$ cat src/rtl/systolic_pkg.sv
// -----------------------------------------------------------------------------
// systolic_pkg
// Shared definitions for the systolic array activation feeder.
//   N         : default array dimension (tile rows/cols, datain lanes)
//   DW        : default element width in bits
//   state_t   : feeder state (LOAD collects rows, STREAM emits diagonals)
//   first_row : index of the first tile row touched by anti-diagonal k
// -----------------------------------------------------------------------------
package systolic_pkg;

    localparam int N  = 4;
    localparam int DW = 8;

    typedef enum logic {
        LOAD   = 1'b0,
        STREAM = 1'b1
    } state_t;

    // Anti-diagonal k starts at row max(0, k-n+1).
    function automatic int first_row(input int k, input int n);
        return (k > n - 1) ? (k - n + 1) : 0;
    endfunction

endpackage

$ cat src/rtl/diag_select.sv
// -----------------------------------------------------------------------------
// diag_select
// Combinational picker for one anti-diagonal beat of a buffered N x N tile.
//   tile : buffered tile, tile[row][col]
//   k    : anti-diagonal index, 0 .. 2N-2
//   beat : packed beat, slot 0 in the MSB element; slot s carries
//          tile[r][k-r] with r = first_row(k) + s, or 0 past the diagonal end
// -----------------------------------------------------------------------------
module diag_select #(
    parameter int N  = systolic_pkg::N,
    parameter int DW = systolic_pkg::DW,
    parameter int KW = $clog2(2 * N - 1)
) (
    input  logic [DW-1:0]   tile [N][N],
    input  logic [KW-1:0]   k,
    output logic [N*DW-1:0] beat
);
    import systolic_pkg::*;

    localparam int RW = (N > 1) ? $clog2(N) : 1;

    int r;
    int c;
    int kk;

    always_comb begin
        beat = '0;
        r    = 0;
        c    = 0;
        kk   = int'(k);
        for (int s = 0; s < N; s++) begin
            r = first_row(kk, N) + s;
            c = kk - r;
            // r <= k keeps the column index non-negative on the short
            // leading diagonals; r <= N-1 bounds the trailing ones.
            if (r <= N - 1 && r <= kk) begin
                beat[(N-1-s)*DW +: DW] = tile[r[RW-1:0]][c[RW-1:0]];
            end
        end
    end

endmodule

$ cat src/rtl/systolic_diag_feeder.sv
// -----------------------------------------------------------------------------
// systolic_diag_feeder
// Collects an N x N activation tile as N row beats, then drives it onto the
// systolic array's datain bus as 2N-1 anti-diagonal beats with no stalls.
// Ports:
//   clk       : clock, all state on rising edge
//   reset     : asynchronous active-low reset
//   row_in    : one tile row, column 0 in the MSB element slot
//   row_valid : row_in valid
//   row_ready : feeder accepts a row this cycle (high throughout LOAD)
//   datain    : registered anti-diagonal beat, zero when not streaming
//   out_valid : datain carries a tile beat
//   out_first : beat 0 of a tile
//   out_last  : beat 2N-2 of a tile
//   busy      : streaming, or at least one row of a tile accepted
// Handshake: a row transfers on a rising edge where row_valid && row_ready;
// row_ready does not depend on row_valid. Designed for N >= 2.
// -----------------------------------------------------------------------------
module systolic_diag_feeder #(
    parameter int N  = systolic_pkg::N,
    parameter int DW = systolic_pkg::DW
) (
    input  logic            clk,
    input  logic            reset,
    input  logic [N*DW-1:0] row_in,
    input  logic            row_valid,
    output logic            row_ready,
    output logic [N*DW-1:0] datain,
    output logic            out_valid,
    output logic            out_first,
    output logic            out_last,
    output logic            busy
);
    import systolic_pkg::*;

    localparam int RW = (N > 1) ? $clog2(N) : 1;
    localparam int KW = $clog2(2 * N - 1);
    localparam logic [RW-1:0] ROW_LAST    = RW'(N - 1);
    localparam logic [KW-1:0] BEAT_LAST   = KW'(2 * N - 2);
    localparam logic [KW-1:0] BEAT_PENULT = KW'(2 * N - 3);

    state_t          state, state_nxt;
    logic [RW-1:0]   row_cnt, row_cnt_nxt;
    logic [KW-1:0]   beat_cnt, beat_cnt_nxt;
    logic [KW-1:0]   sel_k;
    logic            accept;
    logic [N*DW-1:0] beat;
    logic [N*DW-1:0] datain_nxt;
    logic            out_valid_nxt;
    logic            out_first_nxt;
    logic            out_last_nxt;
    logic [DW-1:0]   tile [N][N];

    diag_select #(
        .N  (N),
        .DW (DW),
        .KW (KW)
    ) u_diag_select (
        .tile (tile),
        .k    (sel_k),
        .beat (beat)
    );

    // The output register always holds the beat for the *current* cycle, so
    // the select index looks one beat ahead of beat_cnt. Beat 0 is loaded on
    // the edge that accepts the last row; it only needs tile[0][0], which is
    // already in the buffer at that point.
    always_comb begin
        state_nxt     = state;
        row_cnt_nxt   = row_cnt;
        beat_cnt_nxt  = beat_cnt;
        sel_k         = '0;
        out_valid_nxt = 1'b0;
        out_first_nxt = 1'b0;
        out_last_nxt  = 1'b0;
        row_ready     = (state == LOAD);
        accept        = row_ready && row_valid;

        case (state)
            LOAD: begin
                if (accept) begin
                    if (row_cnt == ROW_LAST) begin
                        row_cnt_nxt   = '0;
                        beat_cnt_nxt  = '0;
                        state_nxt     = STREAM;
                        out_valid_nxt = 1'b1;
                        out_first_nxt = 1'b1;
                    end else begin
                        row_cnt_nxt = row_cnt + 1'b1;
                    end
                end
            end
            STREAM: begin
                if (beat_cnt == BEAT_LAST) begin
                    beat_cnt_nxt = '0;
                    state_nxt    = LOAD;
                end else begin
                    beat_cnt_nxt  = beat_cnt + 1'b1;
                    sel_k         = beat_cnt + 1'b1;
                    out_valid_nxt = 1'b1;
                    out_last_nxt  = (beat_cnt == BEAT_PENULT);
                end
            end
            default: begin
                state_nxt = LOAD;
            end
        endcase

        datain_nxt = out_valid_nxt ? beat : '0;
    end

    always_ff @(posedge clk or negedge reset) begin
        if (!reset) begin
            state     <= LOAD;
            row_cnt   <= '0;
            beat_cnt  <= '0;
            datain    <= '0;
            out_valid <= 1'b0;
            out_first <= 1'b0;
            out_last  <= 1'b0;
        end else begin
            state     <= state_nxt;
            row_cnt   <= row_cnt_nxt;
            beat_cnt  <= beat_cnt_nxt;
            datain    <= datain_nxt;
            out_valid <= out_valid_nxt;
            out_first <= out_first_nxt;
            out_last  <= out_last_nxt;
        end
    end

    // Tile buffer: contents are don't-care after reset, so no reset branch.
    always_ff @(posedge clk) begin
        if (accept) begin
            for (int col = 0; col < N; col++) begin
                tile[row_cnt][col] <= row_in[(N-1-col)*DW +: DW];
            end
        end
    end

    assign busy = (state == STREAM) || (row_cnt != '0);

endmodule

$ cat config.mk
export PLATFORM = sky130hd
export DESIGN_NAME = systolic_diag_feeder
export DESIGN_NICKNAME = d
export VERILOG_FILES = /design/src/rtl/systolic_pkg.sv /design/src/rtl/diag_select.sv /design/src/rtl/systolic_diag_feeder.sv
export SDC_FILE = /design/constraint.sdc
export NUM_CORES = 1
export LEC_CHECK = 0
export ABC_AREA = 0
export BUFFER_PORTS_ARGS = -buffer_cell sky130_fd_sc_hd__buf_4
export CAP_MARGIN = 20
export CORE_ASPECT_RATIO = 1.25
export CORE_UTILIZATION = 56
export CTS_BUF_LIST = sky130_fd_sc_hd__clkbuf_4
export CTS_CLUSTER_DIAMETER = 200
export DETAILED_ROUTE_END_ITERATION = 8
export PLACE_DENSITY = 0.84
export REMOVE_ABC_BUFFERS = 1
export SLEW_MARGIN = 20
export SYNTH_ARGS = -nofsm -noshare
export SYNTH_HDL_FRONTEND = slang
export SYNTH_SLANG_ARGS = --single-unit
$ cat constraint.sdc
create_clock -name clk -period 4.8 [get_ports clk]
set_input_delay 0.24 -clock clk [delete_from_list [all_inputs] [get_ports clk]]
set_output_delay 0.24 -clock clk [all_outputs]
set_load 0.005 [all_outputs]
### Yosys cells after proc, flatten, opt, wreduce, memory -nomap -nowiden

Index checks and enable logic that the tools add are counted.

* register bits after elaboration: 168
* output and inout bits: 37
* word-level logic and storage cells: 132

* add/subtract/negate cells: 11
* $lt $le $gt $ge: 19
* eq/ne operators: 5
* muxes and demuxes: 55
* bitwise operators: 10
* reduce and logical (&&, ||, !) cells: 10

Operators by type and width (number)
* bitwise mux 128 bit: 4
* 2-to-1 mux 32 bit: 11
* binary-select mux 32 bit (select 2 bit): 4
* demux 32 bit (select 2 bit): 4
* <= comparator 32 x 3 -> 1 bit (second input constant): 4
* <= comparator 32 x 4 -> 1 bit: 4
* 2-to-1 mux 8 bit: 13
* adder 32 x 2 -> 32 bit (second input constant): 2
* adder 32 x 3 -> 32 bit (second input constant): 2
* binary-select mux 8 bit (select 2 bit): 4
* greater-or-equal comparator 3 bit (second input constant): 9
* inverter 2 -> 3 bit: 9
* 2-to-1 mux 24 bit: 1
* 2-to-1 mux 16 bit: 1
* 2-to-1 mux 3 bit: 4
* subtractor 2 bit: 4
* == test 3 bit (second input constant): 2
* logical AND 1 bit: 6
* 2-to-1 mux 1 bit: 6
* case mux 3 bit (2 select lines): 1
* != test 2 x 1 -> 1 bit (second input constant): 2
* AND reduction 2 bit: 2
* subtractor 3 x 3 -> 4 bit (second input constant): 1
* adder 3 x 1 -> 3 bit (second input constant): 1
* other kinds (9): 9

### Longest topological paths before layout

Gate-level depths: netlist of the first run.

* depth after elaboration: 16
* depth in mapped cells: 23
* depth with buffers taken out: 17

### Cells and area by module

From an unflattened synthesis of the first run, not the netlist that was laid out.

* cells, all modules: 793
* area total of the unflattened synthesis: 9743.1 um2

Modules (own cells, without submodules)
* systolic_diag_feeder: times used 1, cells an instance 279, area each 5773.0 um2, sequential area each 4844.6 um2
* diag_select: times used 1, cells an instance 514, area each 3970.1 um2, sequential area each 0.0 um2

### Worst setup path after synthesis of the first run

OpenSTA, ideal clock, no wires.

* path kind: reg-to-reg
* from: register state
* to: register datain[7]
* arrival: 4.833 ns
* data required time: 4.663 ns
* setup slack: -0.170 ns
* cell stages (with the launch flop): 21
* clock period less this slack: 4.970 ns
* cell sequence: dfrtp_1 > a21bo_2 > clkbuf_1 > clkbuf_1 > nor2_1 > ha_1 > ha_1 > nor2b_1 > and3_1 > buf_2 > buf_1 > clkbuf_1 > inv_1 > ha_1 > clkinv_1 > clkbuf_1 > ha_1 > ha_1 > inv_1 > mux4_2 > nor2b_1

* cells in the longest elaborated chain, start to end: 14

RTL lines
* from (decl): RTL line systolic_diag_feeder.sv:42 `state_t state, state_nxt;`
* from (signal assigned): RTL line systolic_diag_feeder.sv:122 `state <= state_nxt;`
* parallel branches: the longest is 13 deep, another holds adder 32 x 2 -> 32 bit
* 2-to-1 mux 32 bit (*): RTL line systolic_diag_feeder.sv:109 `datain_nxt = out_valid_nxt ? beat : '0;`
* via datain_nxt[7]: RTL line systolic_diag_feeder.sv:48 `logic [N*DW-1:0] datain_nxt;`
* to (signal assigned): RTL line systolic_diag_feeder.sv:125 `datain <= datain_nxt;`
* to (decl): RTL line systolic_diag_feeder.sv:28 `output logic [N*DW-1:0] datain,`

Mark *: on every way through the listed nets, which the timed path passes. The select of a mux whose other input is x is not followed.
A chain may end at the register's enable or synchronous reset.

### Worst setup path after layout of the first run

* from: register beat_cnt[0]
* to: register datain[20]

* cells in the longest elaborated chain, start to end: 16

RTL lines
* from (decl): RTL line systolic_diag_feeder.sv:44 `logic [KW-1:0] beat_cnt, beat_cnt_nxt;`
* from (signal assigned): RTL line systolic_diag_feeder.sv:124 `beat_cnt <= beat_cnt_nxt;`
* parallel branches: the longest is 15 deep, another holds adder 32 x 2 -> 32 bit
* 2-to-1 mux 32 bit (*): RTL line systolic_diag_feeder.sv:109
* via datain_nxt[20]: RTL line systolic_diag_feeder.sv:48

Marks and branches as above.

==> metrics.md, run 1 <==
| Metric | Value |
|---|---|
| Pwr Density | about 700 nW/um^2 |
| Delay-heaviest family, CP | simple AND/OR/NAND/NOR gates |
| Multi-input combinational cell area | 3940 sq um |
| CP Cell Sequence | nor2b_1, a21oi_1, nand2b_1, inv_1, ha_1, ha_1, nor2b_1, and3_1, buf_4, ha_1, xnor2_1, inv_1, ha_1, o21ai_0, a22oi_1, nor4_1, nand3_1, o22ai_1 |
| Starting Density | 0.577 |
| GPL Wtd Cong | approximately 0.96 |
| First-pass GRT wire length | ~38 mm |
| CTS Sinks | around 170 |
| Cell Area, Synth | between 9000 and 10000 sq um |
| Number of flops mapped to enable cells by yosys | roughly 130 |
| Die Ht | approximately 140 microns |
| Max stage delay on crit path | 0.58 ns |
| Crit path buffers/inverters | 3 |
| Core area | between 15000 and 20000 sq um |
| Max_cap viols | 0 |
| IO buf count | 71 |
| Min-Delay Path Class | input port to asynchronous set/reset pin |
| Max Slew Vio Count | 0 |
| Slowest-stage cell, CP | dfrtp_1 |
| CTS root buffer | clkbuf_4 |
| Status | complete, no violations |
| CP arrival | 4.96 ns |
| H-tree levels | 4 |
| WL/cell | between 20 and 30 microns |
| Relative slew slack | 0.264 |
| Via count | approximately 6700 |
| Reg2Reg Depth | 18 |
| Distinct cell type count after synthesis | 51 |
| Vias per inst | 6.88 |
| Asr flop ratio synth | 0.238 |
| Final WL | roughly 25 mm |
| Syn Inst Count | about 640 |
| Minimum clock period | 4.44 ns |
| GRT Residual Overflow | 0 |
| VDD IR max | 380 uV |
| Most used cell, CP | ha_1 |
| Row count | a little over 50 |
| Setup violators final | 0 |
| TritonCTS buffer count | 17 |
| FF/Latch Area | ~4800 sq um |
| Layout net count | around 800 |
| Worst clock skew | around 0.025 ns |
| CTS clk-pin slew, worst paths | 0.15 ns |
| Crit end category | flip-flop |
| Fillers | 1166 |
| TritonCTS clock tree | done |
| Initial DRT Pass Iterations | 5 |
| Worst EP required | 5.32 ns |
| Synth Flop Type | edfxtp_1 |
| Pwr Total | a little over 7 mW |
| Leak | slightly below 4 nW |
| Worst path depth | 18 |
| Die ar. | between 15000 and 20000 sq um |
| Area Overhead vs Synth | 14.7% |
| Initial drt markers | around 840 |
| Seq/Total Area, Yosys | 0.534 |
| Ys Warns | 0 |
| Setup Crit Path Kind | flip-flop to flip-flop |
| Worst Tran Pin Value | 1.10 ns |
| Crit start category | flip-flop |
| RSZ-0062 raised after global routing | false |
| Vias in the first global route | 6666 |
| Total Routing Usage GR | 0.320 |
| FMAX | 0.225 GHz |
| Clock Path Buffers | 2 |
| Mean Syn Cell Area | between 10 and 15 sq um |
| Period utilisation layout | 0.926 |
| Antenna-violating nets left | 0 |
| Fin. Hold Viols | 0 |
| Residual DRC | 0 |
| Clk_lat worst skew | between 0.6 and 0.7 ns |
| I/O Pins | ~70 |
| Synth Register Bits | between 150 and 200 |
| Initial antenna violation count | 1 |
| Fin util | 0.662 |
| DPL Wire Length | 16.1 mm |
| Layout cells sized above 1 | 0.261 |
| Die Wd | 116 microns |
| Worst Path Max Fanout | 27 |
| Pin count of the biggest net entering global routing | between 50 and 60 |
-- power by group --
group	internal, mW	switching [mW]	total [mW]
combinational	1.82	2.69	4.50
clock	0.266	0.519	0.785
sequential	1.82	0.135	1.95
-- area by class of cell --
class / instances / share of cell area
clock inverter: 14 / 0.0118
timing repair buffer: 125 / 0.0984
multi-input combinational: 416 / 0.379
antenna: 1 / 0.000241
sequential: 168 / 0.466
tap: 212 / 0.0255
inverter: 18 / 0.00650
clock buffer: 18 / 0.0130
-- path summary, 6_finish.rpt --
path                              from  slack, ns          to
setup / recovery           beat_cnt[0]       0.36  datain[20]
hold / removal                   reset       0.16    out_last
setup reg to reg           beat_cnt[0]       0.36  datain[20]
hold reg to reg             row_cnt[1]       0.66  row_cnt[1]
max in group asynchronous        reset       4.20  row_cnt[0]
min in group clk            row_in[30]       0.37    tile[94]
-- layout by cell type (no fill, tap or decap), types with 5 or more instances in the layout --
cell type      synthesis  final
o21a_1                 8      8
mux2_2                 7      7
inv_1                 15     15
and3_1                11     11
dlygate4sd3_1          0     34
a221o_1               16     16
nor3_1                14     14
a2111oi_0              7      7
o22ai_1               16     16
nand3_1               10     10
nor4_1                 5      5
and2_1                39     39
o21ai_0               29     29
nand2_1               23     23
nor2_1                13     13
nor2b_1                7      7
mux4_2                58     58
buf_4                  7     91
clkbuf_4               0     18
a211oi_1               9      9
a21oi_1               21     21
a31oi_1               10     10
ha_1                  22     22
mux2i_1               55     55
dfrtp_1               40     40
edfxtp_1             128    128
a221oi_1               7      7
-- through the flow --
stage	area [sq um]	instances	setup TNS (ns)	setup slack, ns	hold slack (ns)
after global placement	9790	904	0	0.539	0.279
after detailed placement	9790	904	0	0.460	0.279
after global routing	10400	972	0	0.0130	0.202
final	10400	972	0	0.357	0.165
after floorplan	8840	602	-6.08	-0.631	-0.0556
after CTS	10400	970	0	0.417	0.154
-- per-layer routing --
metal / track usage / wire (microns) / vias up
met5: 0 / 0 / -
met4: 0.211 / 1560 / 0
met3: 0.0658 / 2690 / 129
met2: 0.521 / 12500 / 500
met1: 0.385 / 8490 / 3280
li1: - / - / 2781
-- cells in the mapped netlist (10+ instances only) --
cell,count,area share
a21oi_1,21,0.012
a221o_1,16,0.018
a31oi_1,10,0.0069
and2_1,39,0.027
and3_1,11,0.0076
buf_2,11,0.0061
clkbuf_1,14,0.0058
dfrtp_1,40,0.11
edfxtp_1,128,0.42
ha_1,22,0.030
inv_1,15,0.0062
mux2i_1,55,0.061
mux4_2,58,0.14
nand2_1,23,0.0095
nand3_1,10,0.0055
nor2_1,13,0.0054
nor3_1,14,0.0077
o21ai_0,29,0.016
o22ai_1,16,0.011
-- cells by family (layout without fill, tap and decap cells) --
kind of cell | count (synthesis) | after routing | synth area share
buffers and inverters | 58 | 175 | 0.0317
DFF | 168 | 168 | 0.534
other | 0 | 1 | 0
and+or+nand+nor | 136 | 136 | 0.0827
AOI/OAI and AO/OA | 134 | 134 | 0.101
xor gates and xnor gates | 4 | 4 | 0.00594
muxes | 120 | 120 | 0.214
adders and majority gates | 22 | 22 | 0.0304
-- sequential cells by signal (all words and copies together), names as in the netlist --
| register | flops |
|---|---|
| datain | 32 |
| row_cnt | 2 |
| out_first | 1 |
| beat_cnt | 3 |
| state | 1 |
| out_last | 1 |
| tile | 128 |
-- repair_timing --
action	CTS	global route
setup endpoints to repair	0	3
hold endpoints to repair	170	0
setup buffers	0	1
hold buffers	34	0
resized for setup	0	0
No activity file was read; power rests on OpenSTA's default activity.
==> run 2: changes to the inputs <==
PLACE_DENSITY = 0.89   (was 0.84)
==> metrics.md, run 2 (same netlist as run 1, synthesis figures left out) <==
| Metric | Value |
|---|---|
| Reg2Reg Depth | 17 |
| Die ar. | between 15000 and 20000 sq um |
| Pre-CTS WS | 0.409 ns |
| Top flop regs | tile (128), datain (32), beat_cnt (3) |
| Most used cell, CP | ha_1 |
| Cell area after layout | between 10000 and 15000 sq um |
| CP startpoint | beat_cnt[0] |
| Final WL | about 25 mm |
| Vias per inst | between 6 and 7 |
| Worst EP required | 5.22 ns |
| Setup TNS | 0 ns |
| Setup crit end | datain[5] |
| GRT Residual Overflow | 0 |
| Clk_lat worst skew | roughly 0.60 ns |
| Top reg by flops | tile |
| WL/cell | 25.3 microns |
| Min-Delay Path Class | input port to flip-flop |
| Worst Tran Pin Value | roughly 1.1 ns |
| R2r setup slk | 0.16 ns |
| Pin count of the biggest net entering global routing | 55 |
| Row count | just over 50 |
| I/O Pins | just over 70 |
| Status | complete, no violations |
| Largest register FFs | between 100 and 150 |
| TritonCTS clock tree | done |
| Fin util | 0.664 |
| Crit start category | flip-flop |
| Area Overhead vs Synth | 14.9% |
| CTS root buffer | clkbuf_4 |
| Clock Path Buffers | 2 |
| Layout net count | ~800 |
| TritonCTS buffer count | 17 |
| Commonest cells after routing, fill and taps aside | 128 x edfxtp_1, 90 x buf_4, 58 x mux4_2, 55 x mux2i_1, 40 x dfrtp_1 |
| Starting Density | 0.577 |
| Total Routing Usage GR | 0.313 |
| Fin. Hold Viols | 0 |
| Initial drt markers | between 900 and 1000 |
| Die Ht | around 140 microns |
| Reg2reg end | datain[5] |
| VDD IR max | approximately 340 uV |
| Worst clock skew | around 0.014 ns |
| FMAX | around 0.22 GHz |
| GPL Wtd Cong | a little under 1 |
| First-pass GRT wire length | between 30 and 40 mm |
| Dpl cell area | 9780 sq um |
| Setup Crit Path Kind | flip-flop to flip-flop |
| Max Slew Vio Count | 0 |
| Worst setup margin | between 0.15 and 0.2 ns |
| Worst Path Max Fanout | 31 |
| Relative slew slack | 0.276 |
| Via count | ~6600 |
| Crit end category | flip-flop |
| Residual DRC | 0 |
| IO buf count | 71 |
| Worst hold path stage count | 4 |
| Vias in the first global route | between 6000 and 7000 |
| DPL Wire Length | around 16 mm |
| Die Wd | ~120 microns |
| CP arrival | just over 5 ns |
| H-tree levels | 4 |
| Fillers | between 1000 and 1500 |
| Max stage delay on crit path | approximately 0.75 ns |
| Initial DRT Pass Iterations | 6 |
| Minimum clock period | roughly 4.6 ns |
| Initial antenna violation count | 1 |
| Antenna-violating nets left | 0 |
| Slowest-stage cell, CP | a2111oi_0 |
| Setup violators final | 0 |
| Period utilisation layout | 0.966 |
| CTS Sinks | roughly 170 |
| Layout cells sized above 1 | 0.256 |
| R2R Path Start | beat_cnt[0] |
| Max_cap viols | 0 |
| CP Cell Sequence | buf_4, nor2b_1, nand2_1, o21ai_0, nand2_1, ha_1, nor2b_1, and3_1, inv_1, ha_1, clkinv_1, ha_1, ha_1, a21oi_1, nor4_1, o211ai_1, a2111oi_0 |
| CTS clk-pin slew, worst paths | between 0.1 and 0.15 ns |
| Commonest non-fill, non-tap cell in the layout | edfxtp_1 |
| Pwr Density | about 700 nW/um^2 |
| Core area | 15700 sq um |
| Leak | 3.92 nW |
run 2: cell count changes in the layout (fill, tap and decap cells not counted), sizes merged:
cell,previous run,this run
inv,22,17
clkinvlp,2,7
buf,91,90
dlygate4sd3,34,33
bufinv,1,3
clkinv,7,5
run 2: through the flow:
step / hold slack, ns / power (mW) / cells
global route: 0.0579 / 7.59 / 970
global placement: 0.284 / 6.12 / 903
finish: 0.0699 / 7.25 / 970
CTS: 0.0380 / 7.08 / 968
floorplan: -0.0556 / 4.85 / 602
detailed placement: 0.300 / 6.23 / 903
run 2: worst max-delay path, delay by kind of cell (launching register included):
family / cells / cell delay [ns]
AOI/OAI and AO/OA: 4 / 1.34
adders and majority gates: 4 / 1.05
buffers and inverters: 3 / 0.54
DFF: 1 / 0.39
and+or+nand+nor: 6 / 1.13
run 2: power by group:
| part | internal, mW | total [mW] | switching (mW) | leakage (nW) |
|---|---|---|---|---|
| clock | 0.358 | 0.847 | 0.490 | 0.133 |
| combinational | 1.81 | 4.47 | 2.66 | 2.09 |
| sequential | 1.82 | 1.93 | 0.116 | 1.70 |
run 2: repair_timing:
action	in CTS	in global routing
endpoints found under the hold margin	168	0
endpoints found under the setup margin	0	6
hold buffers	33	0
setup buffers	0	1
gates resized for setup	0	2
run 2: area by class of cell:
cell class                 count  area, sq um  share of cell area
clock inverter                14          158              0.0151
timing repair buffer         123         1010              0.0966
clock buffer                  18          135              0.0130
multi-input combinational    416         3940               0.378
tap                          212          265              0.0255
antenna                        1         2.50            0.000240
inverter                      18         67.6             0.00649
sequential                   168         4840               0.465
run 2: metal layers:
metal,track usage,vias up,share of wire
met5,0,-,0
met4,0.178,0,0.055
met3,0.0612,91,0.096
met2,0.512,478,0.50
met1,0.391,3259,0.35
li1,-,2779,-
run 2: worst min-delay path by stage:
stage | slack, ns | start | end
finish | 0.07 | row_valid | beat_cnt[1]
global route | 0.06 | row_valid | beat_cnt[2]
CTS | 0.04 | row_valid | beat_cnt[1]
detailed placement | 0.30 | reset | out_first
global placement | 0.28 | reset | out_first
floorplan | -0.06 | reset | beat_cnt[0]
